`src/rtl/shadow_compare_counter.sv`:
```
// shadow_compare_counter: multi-channel timer whose period, compare and mode shadows reload only at the period boundary.
// Define SHADOW_COUNTER_UPDOWN_EN to build the up-down (triangle) mode and the i_updown_mode port.
module shadow_compare_counter #(
    parameter int BIT_WIDTH = 32,
    parameter int CHANNELS  = 4
) (
    input  logic                          i_clock,
    input  logic                          i_reset,
    input  logic                          i_enable,
    input  logic [BIT_WIDTH-1:0]          i_period_value,
    input  logic [CHANNELS*BIT_WIDTH-1:0] i_compare_values,
`ifdef SHADOW_COUNTER_UPDOWN_EN
    input  logic                          i_updown_mode,
`endif
    output logic [BIT_WIDTH-1:0]          o_counter_value,
    output logic                          o_counter_overflow,
    output logic                          o_counter_underflow,
    output logic [CHANNELS-1:0]           o_compare_out
);
    logic [BIT_WIDTH-1:0]          r_count;
    logic [BIT_WIDTH-1:0]          r_period;
    logic [CHANNELS*BIT_WIDTH-1:0] r_compare;
    logic                          r_load_pending;
    logic                          r_overflow;
    logic [BIT_WIDTH-1:0]          w_term;
    logic [BIT_WIDTH-1:0]          w_next_count;
    logic                          w_next_overflow;
    logic                          w_reload;
`ifdef SHADOW_COUNTER_UPDOWN_EN
    typedef enum logic {UP, DOWN} dir_t;
    dir_t                          r_dir;
    dir_t                          w_next_dir;
    logic                          r_mode;
    logic                          r_underflow;
    logic                          w_next_underflow;
    logic [BIT_WIDTH-1:0]          w_new_term;
    assign w_new_term = i_period_value - 1'b1;
`endif
    assign w_term = r_period - 1'b1;
    always_comb begin
        w_next_count    = r_count;
        w_next_overflow = 1'b0;
        w_reload        = r_load_pending;
`ifdef SHADOW_COUNTER_UPDOWN_EN
        w_next_underflow = 1'b0;
        w_next_dir       = r_dir;
`endif
        if (!r_load_pending && i_enable) begin
`ifdef SHADOW_COUNTER_UPDOWN_EN
            // A terminal of 0 degenerates to up mode regardless of the mode shadow
            if (r_mode && w_term != '0) begin
                if (r_dir == UP) begin
                    w_next_overflow = (r_count == w_term);
                    w_next_count    = (r_count == w_term) ? w_term - 1'b1 : r_count + 1'b1;
                    w_next_dir      = (r_count == w_term) ? DOWN : UP;
                end else begin
                    w_next_underflow = (r_count == '0);
                    w_reload         = (r_count == '0);
                    w_next_count     = (r_count != '0) ? r_count - 1'b1 : (w_new_term == '0) ? '0 : BIT_WIDTH'(1);
                    w_next_dir       = (r_count == '0) ? UP : DOWN;
                end
            end else begin
                w_next_dir = UP;
`else
            begin
`endif
                w_next_overflow = (r_count == w_term);
                w_reload        = (r_count == w_term);
                w_next_count    = (r_count == w_term) ? '0 : r_count + 1'b1;
            end
        end
    end
    always_ff @(posedge i_clock or posedge i_reset) begin
        if (i_reset) begin
            r_count        <= '0;
            r_overflow     <= 1'b0;
            r_period       <= '0;
            r_compare      <= '0;
            r_load_pending <= 1'b1;
        end else begin
            r_count        <= w_next_count;
            r_overflow     <= w_next_overflow;
            r_load_pending <= 1'b0;
            if (w_reload) begin
                r_period  <= i_period_value;
                r_compare <= i_compare_values;
            end
        end
    end
`ifdef SHADOW_COUNTER_UPDOWN_EN
    always_ff @(posedge i_clock or posedge i_reset) begin
        if (i_reset) begin
            r_dir       <= UP;
            r_mode      <= 1'b0;
            r_underflow <= 1'b0;
        end else begin
            r_dir       <= w_next_dir;
            r_underflow <= w_next_underflow;
            if (w_reload)
                r_mode <= i_updown_mode;
        end
    end
    assign o_counter_underflow = r_underflow;
`else
    assign o_counter_underflow = 1'b0;
`endif
    for (genvar c = 0; c < CHANNELS; c++) begin : g_cmp
        assign o_compare_out[c] = r_count < r_compare[c*BIT_WIDTH +: BIT_WIDTH];
    end
    assign o_counter_value    = r_count;
    assign o_counter_overflow = r_overflow;
endmodule

```
`config.mk`:
```
export PLATFORM = sky130hd
export DESIGN_NAME = shadow_compare_counter
export DESIGN_NICKNAME = d
export VERILOG_FILES = /design/src/rtl/shadow_compare_counter.sv
export SDC_FILE = /design/constraint.sdc
export NUM_CORES = 1
export LEC_CHECK = 0
export BUFFER_PORTS_ARGS = -buffer_cell sky130_fd_sc_hd__buf_4
export CAP_MARGIN = 20
export CORE_AREA = 2 2 156 158
export CTS_BUF_LIST = sky130_fd_sc_hd__clkbuf_16
export DETAILED_ROUTE_END_ITERATION = 7
export DIE_AREA = 0 0 158 160
export HOLD_SLACK_MARGIN = 0.06
export PLACE_DENSITY = 0.77
export SYNTH_ARGS = -nofsm -noshare
export SYNTH_HDL_FRONTEND = slang
export SYNTH_SLANG_ARGS = --single-unit
```
`constraint.sdc`:
```
create_clock -name i_clock -period 6.31 [get_ports i_clock]
set_clock_uncertainty 0.15 [all_clocks]
set_input_delay 0.9465 -clock i_clock [delete_from_list [all_inputs] [get_ports i_clock]]
set_output_delay 0.9465 -clock i_clock [all_outputs]
set_load 0.01 [all_outputs]
```
==> Word-level counts from Yosys, hierarchy flattened <==
Cells that the tools add are included.
{ "word_totals": {"input_bits": 163, "ff_bits": 194, "wordCells": 17, "out_inout_bits": 38} }
{ "classes": {"magnitude_cmp": 4, "add_sub_neg": 2, "muxes": 3, "n_eq_ne": 1, "n_reduce_logical": 2} }
{ "ops": {"columns": ["operator", "n"], "rows": [
  ["less-than comparator 32 bit", 4],
  ["adder 32 x 1 -> 32 bit (second input constant)", 1],
  ["== test 32 bit", 1],
  ["two-way mux 32 bit", 1],
  ["subtractor 32 x 1 -> 32 bit (second input constant)", 1],
  ["two-way mux 1 bit", 2],
  ["logical AND 1 bit", 1],
  ["zero test 1 bit", 1]
]} }

==> Logic depth before layout (Yosys ltp) <==
{ "logic_depth": {"ltp_word": 3, "mapped_depth": 13, "ltp_nobuf": 10} }

==> Worst setup path after synthesis <==
OpenSTA, ideal clock, no wires.
{ "synth_timing": {"kind": "register to register", "startpoint": "register r_period[15]", "endpoint": "register r_compare[100]", "n_path_buf": 3, "slack_ns": 2.727, "required_ns": 6.033, "path_stages_with_launch": 12, "arrival_time_ns": 3.305, "path_cell_list": "dfrtp_1 -> clkbuf_1 -> or4_1 -> or3_1 -> a2111o_1 -> o21a_1 -> nor4_1 -> nand4_1 -> o41ai_4 -> buf_4 -> buf_6 -> mux2_1"} }
{ "synth_via": {"elab_chain_len": 3} }
{ "synth_rtl": {"columns": ["item", "line", "rtl"], "rows": [
  ["start, declared", "21", "logic [BIT_WIDTH-1:0] r_period;"],
  ["start signal, assigned", "85", "r_period <= i_period_value;"],
  ["subtractor 32 x 1 -> 32 bit", "39", "assign w_term = r_period - 1'b1;"],
  ["== test 32 bit", "68", "w_reload = (r_count == w_term);"],
  ["two-way mux 1 bit", "48", "if (!r_load_pending && i_enable) begin"],
  ["end signal, assigned", "86", "r_compare <= i_compare_values;"],
  ["end, declared", "22", "logic [CHANNELS*BIT_WIDTH-1:0] r_compare;"]
]} }
Every way passes these cells.
A chain may end at the register's enable or synchronous reset.

==> Final worst setup path <==
{ "layout_timing": {"startpoint": "register r_count[1] (netlist: o_counter_value[1])", "endpoint": "output o_compare_out[2]"} }
{ "layout_via": {"elab_chain_len": 1} }
{ "layout_rtl": {"columns": ["item", "line", "rtl"], "rows": [
  ["start, declared", "20", "logic [BIT_WIDTH-1:0] r_count;"],
  ["start signal, assigned", "81", "r_count <= w_next_count;"],
  ["less-than comparator 32 bit", "108", "assign o_compare_out[c] = r_count < r_compare[c*BIT_WIDTH +: BIT_WIDTH];"],
  ["end, declared", "18", "output logic [CHANNELS-1:0] o_compare_out"]
]} }
Every way passes these cells.

==> qor.log <==
qor: status.status completed
qor: timing.setup_viol_count_final 0
qor: global_routing.globalRoute.totalOverflow 0
qor: global_routing.grt_start_max_net_pins 195
qor: synth.synth-seq-cells 194
qor: pwr.power_density 210 mW/mm^2
qor: synth.synthesis.area_per_instance 10.6 sq um
qor: setup_path.slowest_stage_cell_crit_path sky130_fd_sc_hd__dfrtp_1
qor: floorplan.io-pin-count 201
qor: setup_path.worst-endpoint-arrival 3410 ps
qor: global_routing.antenna_found_initial 1
qor: routing.route.detailed.drc 0
qor: clock_network.cts_setup_buffers 0
qor: clock_network.cts-htree-levels 4
qor: clock_network.cts_root_buf sky130_fd_sc_hd__clkbuf_16
qor: routing.vias_per_cell 5.55
qor: clock_network.cts.hold.buffers_added 0
qor: synth.synth_top_cells_by_count 193 x sky130_fd_sc_hd__dfrtp_1, 133 x sky130_fd_sc_hd__inv_1, 126 x sky130_fd_sc_hd__ha_1, 100 x sky130_fd_sc_hd__mux2_1, 67 x sky130_fd_sc_hd__nor2_1
qor: setup_path.critPathKind register to output port
qor: timing.worst_pin_slew 1090 ps
qor: global_routing.grt_pass1_vias 9177
qor: finish.antennaDiodeCount 0
qor: pwr.power.leakage 7.38 nW
qor: timing.setup_tns 0 ps
qor: floorplan.die_area 0.0253 sq mm
qor: routing.drt_iter0_drc 512
qor: synth.synth.most_common_cell sky130_fd_sc_hd__dfrtp_1
qor: clock_network.numCtsBuffers 17
qor: routing.totalWireLength 29300 um
qor: floorplan.die_height 160 um
qor: setup_path.critPathBufInv 1
qor: finish.drive_above_1_share 22.8%
qor: setup_path.critPathMostFrequentCell sky130_fd_sc_hd__a21o_1
qor: synth.synth_area_leaders sky130_fd_sc_hd__dfrtp_1 40%, sky130_fd_sc_hd__ha_1 13%, sky130_fd_sc_hd__mux2_1 9.3%, sky130_fd_sc_hd__mux2_2 5.7%, sky130_fd_sc_hd__inv_1 4.1%
qor: synth.cell_variety_after_synth 65
qor: timing.finalHoldViolCount 0
qor: timing.slew_headroom 27.6%
qor: clock_network.cts_tree yes
qor: timing.rsz_0062_raised_after_global_routing no
qor: finish.finalNetCount 1610
qor: routing.avgRoutedWirePerCell 17.7 um
qor: synth.async_reset_ff_share 100%
qor: floorplan.die_width 158 um
qor: clock_network.clockBufferDepth 2
qor: routing.drt_pass1_iterations 4
qor: flow_run.drv_cap 0
qor: clock_network.clock-sinks 194
qor: clock_network.clock_latency_reported_for_the_late_side_of_the_worst_skew_pair 440 ps
qor: synth.fraction_of_the_yosys_area_taken_by_sequential_cells 40.0%
qor: finish.layout-area-overhead-vs-synth 18.4%
qor: global_routing.globalRouteTotalUtil 23.9%
qor: setup_path.critical-path-max-stage-delay 590 ps
qor: setup_path.cp-end-kind output port
qor: pwr.irDropWorstVdd 0.000120 V
qor: routing.vias 9202
qor: synth.yosysWarnings 0
qor: synth.post_synth_inst_count 1141
qor: placement.gp_routability_congestion 0.869
qor: setup_path.setup.worst_path.start_class register
qor: synth.synth.cell_area 0.0121 sq mm
qor: clock_network.clk_pin_slew 70 ps
qor: floorplan.floorplan.rows 57
qor: setup_path.worstPathRequired 5210 ps
qor: setup_path.crit_family compound AO/OA/AOI/OAI gates
qor: timing.drv_slew 0
qor: clock_network.post_cts.resized_instances 0
qor: setup_path.critical_path_peak_fanout 9
qor: synth.dominantRegCellSynth sky130_fd_sc_hd__dfrtp_1
qor: synth.number_of_enable_type_register_cells_in_the_synthesized_netlist 0
qor: timing.final.setup.worst_slack 1800 ps
qor: floorplan.initial_utilization 50.9%
qor: synth.synth_top_area_share 39.8%
qor: global_routing.grt_first_pass_wirelength 47400 um
qor: worst_hold_path.hp-class register to register
qor: finish.fill_cells 2033
qor: placement.port_buffers 199
qor: timing.timing.final.crit_share 71.4%
qor: setup_path.crit_path_cell_trace ha_1, a21o_1, a21o_1, a21o_1, a21o_1, a2111oi_0, o21ai_0, a211oi_1, buf_4
qor: timing.fmax 0.222 GHz
qor: routing.final_antenna_net_count 0
qor: placement.dpl_worst_slack 2030 ps
qor: placement.dpl_hpwl 21700 um
qor: timing.final_period_minus_worst_setup_slack 4510 ps
qor: synth.netlist.top_cell.by_area sky130_fd_sc_hd__dfrtp_1
qor: floorplan.floorplan.core_area 0.0238 sq mm
final timing paths:
| check | start | to | slack [ps] | cells after the start |
|---|---|---|---|---|
| min | r_compare[55]$_DFFE_PP0P_ | r_compare[55]$_DFFE_PP0P_ | 340 | 1 |
| max reg2reg | r_period[0]$_DFFE_PP0P_ | r_compare[38]$_DFFE_PP0P_ | 1930 | 10 |
| max | o_counter_value[1]$_DFFE_PP0P_ | o_compare_out[2] | 1800 | 9 |
| min in group asynchronous | i_reset | r_period[24]$_DFFE_PP0P_ | 670 | 3 |
| max in group asynchronous | i_reset | r_compare[47]$_DFFE_PP0P_ | 4560 | 3 |
| min reg2reg | r_compare[55]$_DFFE_PP0P_ | r_compare[55]$_DFFE_PP0P_ | 340 | 1 |
kinds of logic (layout without fill, tap and decap cells):
kind of cell,after synthesis,count (layout),synth area share [%]
xor+xnor,65,65,4.70
compound gates,160,160,9.52
simple gates,258,258,11.6
mux,161,161,15.0
buf+inv,176,368,6.19
fa+ha+maj,126,126,13.0
flops,194,194,40.0
other cells,1,2,0.0309
per-layer routing:
layer / track usage, % / vias up / part of all wire, %
met2: 38.8 / 246 / 48
met5: 0 / - / 0.038
met3: 4.56 / 53 / 5.4
met1: 32.4 / 4502 / 45
li1: - / 4399 / -
met4: 7.45 / 2 / 2.3
sequential cells by signal, indices dropped and copies added, names as in the netlist:
register and flops:
o_counter_overflow 1, o_counter_value 32, r_compare 128, r_load_pending 1, r_period 32
report_power, final:
part	total (W)	internal [W]	switching [W]	leakage (nW)
combinational	0.000551	0.000295	0.000256	4.78
clock	0.000993	0.000502	0.000491	0.268
sequential	0.00147	0.00135	0.000119	2.33
total	0.00302	0.00215	0.000865	7.38
metrics by stage:
stage / hold WS, ps / cells / util, % / instance area (sq um) / total power [W]
floorplan: 308 / 1142 / - / 12100 / 0.00184
global placement: 318 / 1626 / 58.1 / 13800 / 0.00203
detailed placement: 325 / 1626 / 58.1 / 13800 / 0.00205
CTS: 340 / 1658 / 60.3 / 14400 / 0.00304
global route: 349 / 1658 / 60.3 / 14400 / 0.00318
finish: 336 / 1658 / 60.3 / 14400 / 0.00302
placed cells by master (no fill, tap or decap), types with 21 or more instances in the layout:
master                      n
sky130_fd_sc_hd__buf_4    201
sky130_fd_sc_hd__dfrtp_1  193
sky130_fd_sc_hd__inv_1    135
sky130_fd_sc_hd__ha_1     126
sky130_fd_sc_hd__mux2_1   100
sky130_fd_sc_hd__nor2_1    67
sky130_fd_sc_hd__mux2_2    61
sky130_fd_sc_hd__a21o_1    53
sky130_fd_sc_hd__xnor2_1   35
sky130_fd_sc_hd__nand4_1   30
sky130_fd_sc_hd__nand2_1   30
sky130_fd_sc_hd__xor2_1    30
sky130_fd_sc_hd__nand3_1   27
sky130_fd_sc_hd__a21oi_1   26
sky130_fd_sc_hd__nor3_1    21
area by class of cell:
cell class,instances,area [sq um],area share (%)
Timing Repair Buffer,203,1550,10.8
Clock inverter,15,96.3,0.671
Sequential cell,194,4860,33.8
Clock buffer,17,425,2.96
Inverter,133,503,3.50
Multi-Input combinational cell,772,6530,45.4
Tap cell,324,405,2.82
No activity file was read; power rests on OpenSTA's default activity.
